===== src/rtl/shift_add_mult.sv =====
// Sequential unsigned multiplier: one shift-and-add step per cycle over the latched
// operands, then a one-cycle done strobe with the product held in a register.
module shift_add_mult #(
    parameter int WIDTH = 4
) (
    input  logic               clk,
    input  logic               rst,
    input  logic               start,
    input  logic [WIDTH-1:0]   a,
    input  logic [WIDTH-1:0]   b,
    output logic               busy,
    output logic               done,
    output logic [2*WIDTH-1:0] product
);

    localparam int PW    = 2 * WIDTH;
    localparam int CNT_W = (WIDTH > 1) ? $clog2(WIDTH) : 1;
    localparam logic [CNT_W-1:0] LAST_BIT = CNT_W'(WIDTH - 1);

    typedef enum logic [1:0] {
        IDLE = 2'd0,
        BUSY = 2'd1,
        DONE = 2'd2
    } state_t;

    state_t            state_q, state_d;
    logic [WIDTH-1:0]  a_q, a_d;
    logic [WIDTH-1:0]  b_q, b_d;
    logic [PW-1:0]     acc_q, acc_d;
    logic [CNT_W-1:0]  cnt_q, cnt_d;
    logic [PW-1:0]     product_q, product_d;
    logic              busy_q, busy_d;
    logic              done_q, done_d;
    logic [PW-1:0]     pp;
    logic [PW-1:0]     acc_sum;

    always_comb begin
        pp      = PW'(a_q & {WIDTH{b_q[cnt_q]}}) << cnt_q;
        acc_sum = acc_q + pp;

        state_d   = state_q;
        a_d       = a_q;
        b_d       = b_q;
        acc_d     = acc_q;
        cnt_d     = cnt_q;
        product_d = product_q;

        case (state_q)
            IDLE, DONE: begin
                // DONE accepts start too, so back-to-back operations have no idle gap
                if (start) begin
                    a_d     = a;
                    b_d     = b;
                    acc_d   = '0;
                    cnt_d   = '0;
                    state_d = BUSY;
                end else begin
                    state_d = IDLE;
                end
            end
            BUSY: begin
                acc_d = acc_sum;
                cnt_d = cnt_q + 1'b1;
                if (cnt_q == LAST_BIT) begin
                    product_d = acc_sum;
                    state_d   = DONE;
                end
            end
            default: state_d = IDLE;
        endcase

        busy_d = (state_d == BUSY);
        done_d = (state_d == DONE);
    end

    always_ff @(posedge clk or posedge rst) begin
        if (rst) begin
            state_q   <= IDLE;
            a_q       <= '0;
            b_q       <= '0;
            acc_q     <= '0;
            cnt_q     <= '0;
            product_q <= '0;
            busy_q    <= 1'b0;
            done_q    <= 1'b0;
        end else begin
            state_q   <= state_d;
            a_q       <= a_d;
            b_q       <= b_d;
            acc_q     <= acc_d;
            cnt_q     <= cnt_d;
            product_q <= product_d;
            busy_q    <= busy_d;
            done_q    <= done_d;
        end
    end

    assign busy    = busy_q;
    assign done    = done_q;
    assign product = product_q;

endmodule


===== config.mk =====
export PLATFORM = sky130hd
export DESIGN_NAME = shift_add_mult
export DESIGN_NICKNAME = d
export VERILOG_FILES = /design/src/rtl/shift_add_mult.sv
export SDC_FILE = /design/constraint.sdc
export NUM_CORES = 1
export LEC_CHECK = 0
export ABC_AREA = 1
export CAP_MARGIN = 15
export CORE_MARGIN = 10
export CORE_UTILIZATION = 45
export CTS_BUF_LIST = sky130_fd_sc_hd__clkbuf_4
export DETAILED_ROUTE_END_ITERATION = 8
export GPL_TIMING_DRIVEN = 0
export PLACE_DENSITY = 0.72
export REMOVE_ABC_BUFFERS = 1
export SLEW_MARGIN = 20
export SYNTH_ARGS = -nofsm -noshare
export SYNTH_HDL_FRONTEND = slang
export SYNTH_SLANG_ARGS = --single-unit

===== constraint.sdc =====
create_clock -name clk -period 3.1 [get_ports clk]
set_input_delay 0.62 -clock clk [delete_from_list [all_inputs] [get_ports clk]]
set_output_delay 0.62 -clock clk [all_outputs]
set_load 0.05 [all_outputs]

; After elaboration in Yosys (flattened, before gate mapping)
; Index checks and enable logic that the tools add are counted.
[op_classes]
eq_ne = 6
add_sub_neg = 2
magnitude_cmp = 1
muxes = 9
n_shift = 1
n_reduce_logical = 6
n_bitwise = 1
[op_table]
columns = operator, n
row1 = one-hot mux 8 bit (2 select lines), 1
row2 = adder 8 bit, 1
row3 = two-way mux 8 bit, 1
row4 = one-hot mux 2 bit (2 select lines), 2
row5 = << shifter 4 x 2 -> 8 bit, 1
row6 = "== test 2 bit, second input constant", 3
row7 = AND reduction 2 bit, 3
row8 = bitwise AND 4 bit, 1
row9 = "== test 2 x 1 -> 1 bit, second input constant", 2
row10 = two-way mux 2 bit, 2
row11 = "< comparator 2 x 3 -> 1 bit, second input constant", 1
row12 = "adder 2 x 1 -> 2 bit, second input constant", 1
row13 = binary-select mux 1 bit (select 2 bit), 1
row14 = zero test 2 bit, 1
row15 = two-way mux 1 bit, 2
row16 = "inequality test 2 bit, second input constant", 1
row17 = nonzero test 2 bit, 1
row18 = OR reduction 2 bit, 1
[word_totals]
reg_bits = 30
inputBits = 11

; Longest topological paths before layout
[logic_depth]
depth_word = 6
mapped_depth = 18
depth_no_buf = 18

; Worst setup path after synthesis
; Ideal clock, no wire load.
[synth_path]
kind = reg2reg
from = reg cnt_q[0]
to = reg product_q[6] (netlist: product[6])
arrival_ps = 2084
t_required_ps = 2982
path_buffers = 0
path_stages_with_launch = 19
setup_slack_ps = 898
cell_sequence = dfrtp_1 > inv_2 > nand2_2 > nand3_4 > nand3_2 > nor2_1 > nand2_1 > inv_1 > ha_1 > inv_1 > fa_1 > inv_1 > nand2_1 > nand2_1 > nand3b_1 > nand2_1 > nand2_1 > nand3_1 > nand2_1
[synth_via]
elab_chain_len = 5
word_cells_on_any_way = 7
[synth_lines]
columns = item, line
row1 = start: declaration, 30  ; logic [CNT_W-1:0] cnt_q, cnt_d;
row2 = start signal: assignment, 91  ; cnt_q <= cnt_d;
row3 = binary-select mux 1 bit (select 2 bit), 38  ; pp = PW'(a_q & {WIDTH{b_q[cnt_q]}}) << cnt_q;
row4 = two-way mux 1 bit (not written as such), 38
row5 = bitwise AND 4 bit, 38
row6 = << shifter 4 x 2 -> 8 bit, 38
row7 = adder 8 bit, 39  ; acc_sum = acc_q + pp;
row8 = end signal: assignment, 92  ; product_q <= product_d;
row9 = end: declaration, 31  ; logic [PW-1:0] product_q, product_d;
; Several ways; a longest one is shown, not always the timed one. The select of a mux whose other input is x is not followed.
; A chain may end at the register's enable or synchronous reset.

; Worst setup path after layout
[layout_path]
from = reg cnt_q[0]
to = reg acc_q[6]
[layout_via]
elab_chain_len = 6
[layout_lines]
columns = item, line
row1 = binary-select mux 1 bit (select 2 bit), 38
row2 = two-way mux 1 bit (not written as such), 38
row3 = bitwise AND 4 bit, 38
row4 = << shifter 4 x 2 -> 8 bit (*), 38
row5 = adder 8 bit (*), 39
row6 = one-hot mux 8 bit (2 select lines) (*), 48  ; case (state_q)
row7 = end signal: assignment, 81  ; acc_q <= '0;
row8 = end signal: assignment, 90  ; acc_q <= acc_d;
row9 = end: declaration, 29  ; logic [PW-1:0] acc_q, acc_d;
; Every way passes the cells marked *; elsewhere a longest branch is shown, timed or not. The select of a mux whose other input is x is not followed.

==> metrics.txt <==
status complete, no violations; Yosys top cell area share approximately 46%; mux contribution to synthesized area 5.488%; clock buffer count from CTS 5; Tcrit/Tclk final 80.86%; Synth area leaders dfrtp_1 (46%), nand2_1 (14%), ha_1 (6.1%), nand3_1 (6.1%), mux2_1 (5.5%); final setup fails 0; Post-Synthesis Cells 191; Total GRT Usage 11.51%; P&R area growth vs syn 18.06%; WL/cell between 10 and 15 um; RePlAce Congestion 0.8660; largest net degree at the start of global routing 31; Vias roughly 1300; Buffers on Ports 20; RSZ-0062 raised after global routing no; clk root buf clkbuf_4; CTS Buffer Depth 2; critical path capture point type register; Die Y 80.40 um; Hold Path Stages 2; post-synthesis compound-gate area fraction roughly 4.2%; full die area between 6000 and 7000 sq um; Synth Area in XOR/XNOR less than 1%; Critical Path Start cnt_q[0]$_DFFE_PP0P_; fin nets 236; slew of the pin with the lowest slew margin 0.6173 ns; sequential-to-total area share from yosys stat 45.73%; Mean Syn Cell Area 8.595 sq um; Synth Area in Simple Gates 30.87%; PwrDens 1233 nW/um^2; synth unique cells 23; WS Path Type register to register; die width 80.40 um; Final Skew 0.009964 ns; Buf/Inv on CP 4; Final ANT Viol Nets 0; initial antenna violation count 0; Max Cap Viol 0; power after layout ~2400 uW; hpwl dp between 2000 and 2500 um; synthesized area 1642 sq um; post-CTS setup buffers 0; # IOs 21; Worst Reg2Reg Path Length in Cells 18; post_cts resized 0; Worst setup SP type register; GRT overflow 0; Crit-path slowest cell dfrtp_1; # rows 21; Final Hold Viols 0; layout cells sized above 1 11.06%; Final min period 2.507 ns; IR drop worst, VDD 572.8 uV; setup_tns 0 ns; post-cts hold buffer count 0; Clock transition at path regs 0.10 ns; Critical Path Most Common Cell nand2_1; vias per std cell 4.981; largest family of logic cells by synthesized area simple AND/OR/NAND/NOR gates; vias in the first global route roughly 1300; Max Fclk ~400 MHz; Post-DP Area 1889 sq um; CP max stage delay 0.48 ns; design area 1938 sq um; Core Area 3442 sq um; Starting Density between 40% and 50%; Critical Path AT roughly 2.7 ns; Initial DRC Count 54; Critical R2R Launch cnt_q[0]$_DFFE_PP0P_; Synth warnings 0; H-tree levels 2; Synth Register Bits 30; CTS tree built; routed wire length 3244 um; Leak 0.001003 uW; library cell with the largest summed area after synthesis dfrtp_1; CP Data Required Time between 3 and 4 ns; Worst-Skew Late Latency 0.34 ns; diode count 0; DRT Pass-1 Iters 4; min-delay src product[5]$_DFFE_PP0P_; Remaining DRCs 0; worst rel slew slack roughly 60%; Worst path depth 18; Post-Synth Adder-Cell Area 7.317%; clock sinks 30; first-pass GRT wire length 5809 um; crit-path leading delay family simple AND/OR/NAND/NOR gates; crit-path max FO 9; Hold Crit Class register to register; Final Max Tran Viols 0; worst path cell trace inv_2, nand2_2, nand3_4, nand3_2, nor2_1, nand2_1, inv_1, ha_1, inv_1, fa_1, inv_1, nand2_1, nand2_1, nand3b_1, nand2_1, nand2_1, nand3_1, nand2_1
synth_stat cells:
library cell	n
nand2_1	63
dfrtp_1	30
nand3_1	20
inv_1	16
ha_1	8
mux2_1	8
inv_2	7
o21ai_1	7
nor2_1	6
nand3_2	5
nand2_2	3
a21oi_1	2
buf_2	2
nand3_4	2
nand3b_1	2
o21ai_0	2
or2_1	2
a21o_1	1
fa_1	1
nor2_4	1
nor3_1	1
o22ai_1	1
xnor2_1	1
worst paths after layout:
path                                               end  slack (ns)
worst min-delay path            product[5]$_DFFE_PP0P_        0.49
worst min register to register  product[5]$_DFFE_PP0P_        0.49
min in group asynchronous       product[6]$_DFFE_PP0P_        0.67
worst max-delay path              acc_q[6]$_DFFE_PP0P_        0.59
max in group asynchronous       product[3]$_DFFE_PP0P_        2.02
worst max register to register    acc_q[6]$_DFFE_PP0P_        0.59
sequential cells by signal, summed over array words and instances (netlist names):
name / flops
b_q: 4
product: 8
cnt_q: 2
state_q: 2
a_q: 4
done: 1
busy: 1
acc_q: 8
placed cells by master (no fill, tap or decap), drive strengths merged:
cell type	count
mux2	8
a21o	1
dfrtp	30
nor2	7
xnor2	1
nand3b	2
inv	23
nand2	66
nand3	27
clkbuf	5
clkdlybuf4s50	20
or2	2
o22ai	1
clkinv	3
a21oi	2
nor3	1
ha	8
o21ai	9
fa	1
kinds of logic (layout without fill, tap and decap cells):
family / Yosys count / count (layout)
adders and majority gates: 9 / 9
and+or+nand+nor: 105 / 105
AOI/OAI and AO/OA: 13 / 13
DFF: 30 / 30
xor gates and xnor gates: 1 / 1
muxes: 8 / 8
buffers and inverters: 25 / 51
stage by stage:
stage                     hold WS (ns)  util [%]  std cells  setup slack [ns]
after CTS                       0.4912     56.31        263            0.5922
after detailed placement        0.4664     54.89        255            0.6047
after floorplan                 0.4555         -        189            0.8983
after global routing            0.5171     56.31        263            0.3321
final                           0.4870     56.31        263            0.5934
after global placement          0.4623     54.89        255            0.6729
layout make-up:
| type | instances | area, sq um |
|---|---|---|
| clock buffers | 5 | 37.54 |
| repair buffers | 20 | 200.2 |
| inverters | 23 | 86.33 |
| clock inverters | 3 | 11.26 |
| well taps | 46 | 57.56 |
| flip-flops and latches | 30 | 750.7 |
| fillers | 309 | 1504 |
| multi-input cells | 136 | 794.5 |
where the power goes:
group	leakage (uW)	internal [uW]	switching (uW)
Clock	0.0000277	80.5	135
Combinational	0.000603	536	938
Sequential	0.000372	577	123
Total	0.00100	1190	1200
per-layer routing:
layer / routed length, um / track usage, %
met1: 1484 / 12.76
met5: 0 / 0
met3: 205 / 3.898
met2: 1466 / 18.15
met4: 87 / 7.923
worst reg2reg max path: cells and delay by family (launching register included):
| family | cells | cell delay (ns) |
|---|---|---|
| simple gates | 12 | 1.00 |
| fa+ha+maj | 2 | 0.56 |
| flops | 1 | 0.48 |
| buf+inv | 4 | 0.39 |
Power figures use the tool's default switching activity.
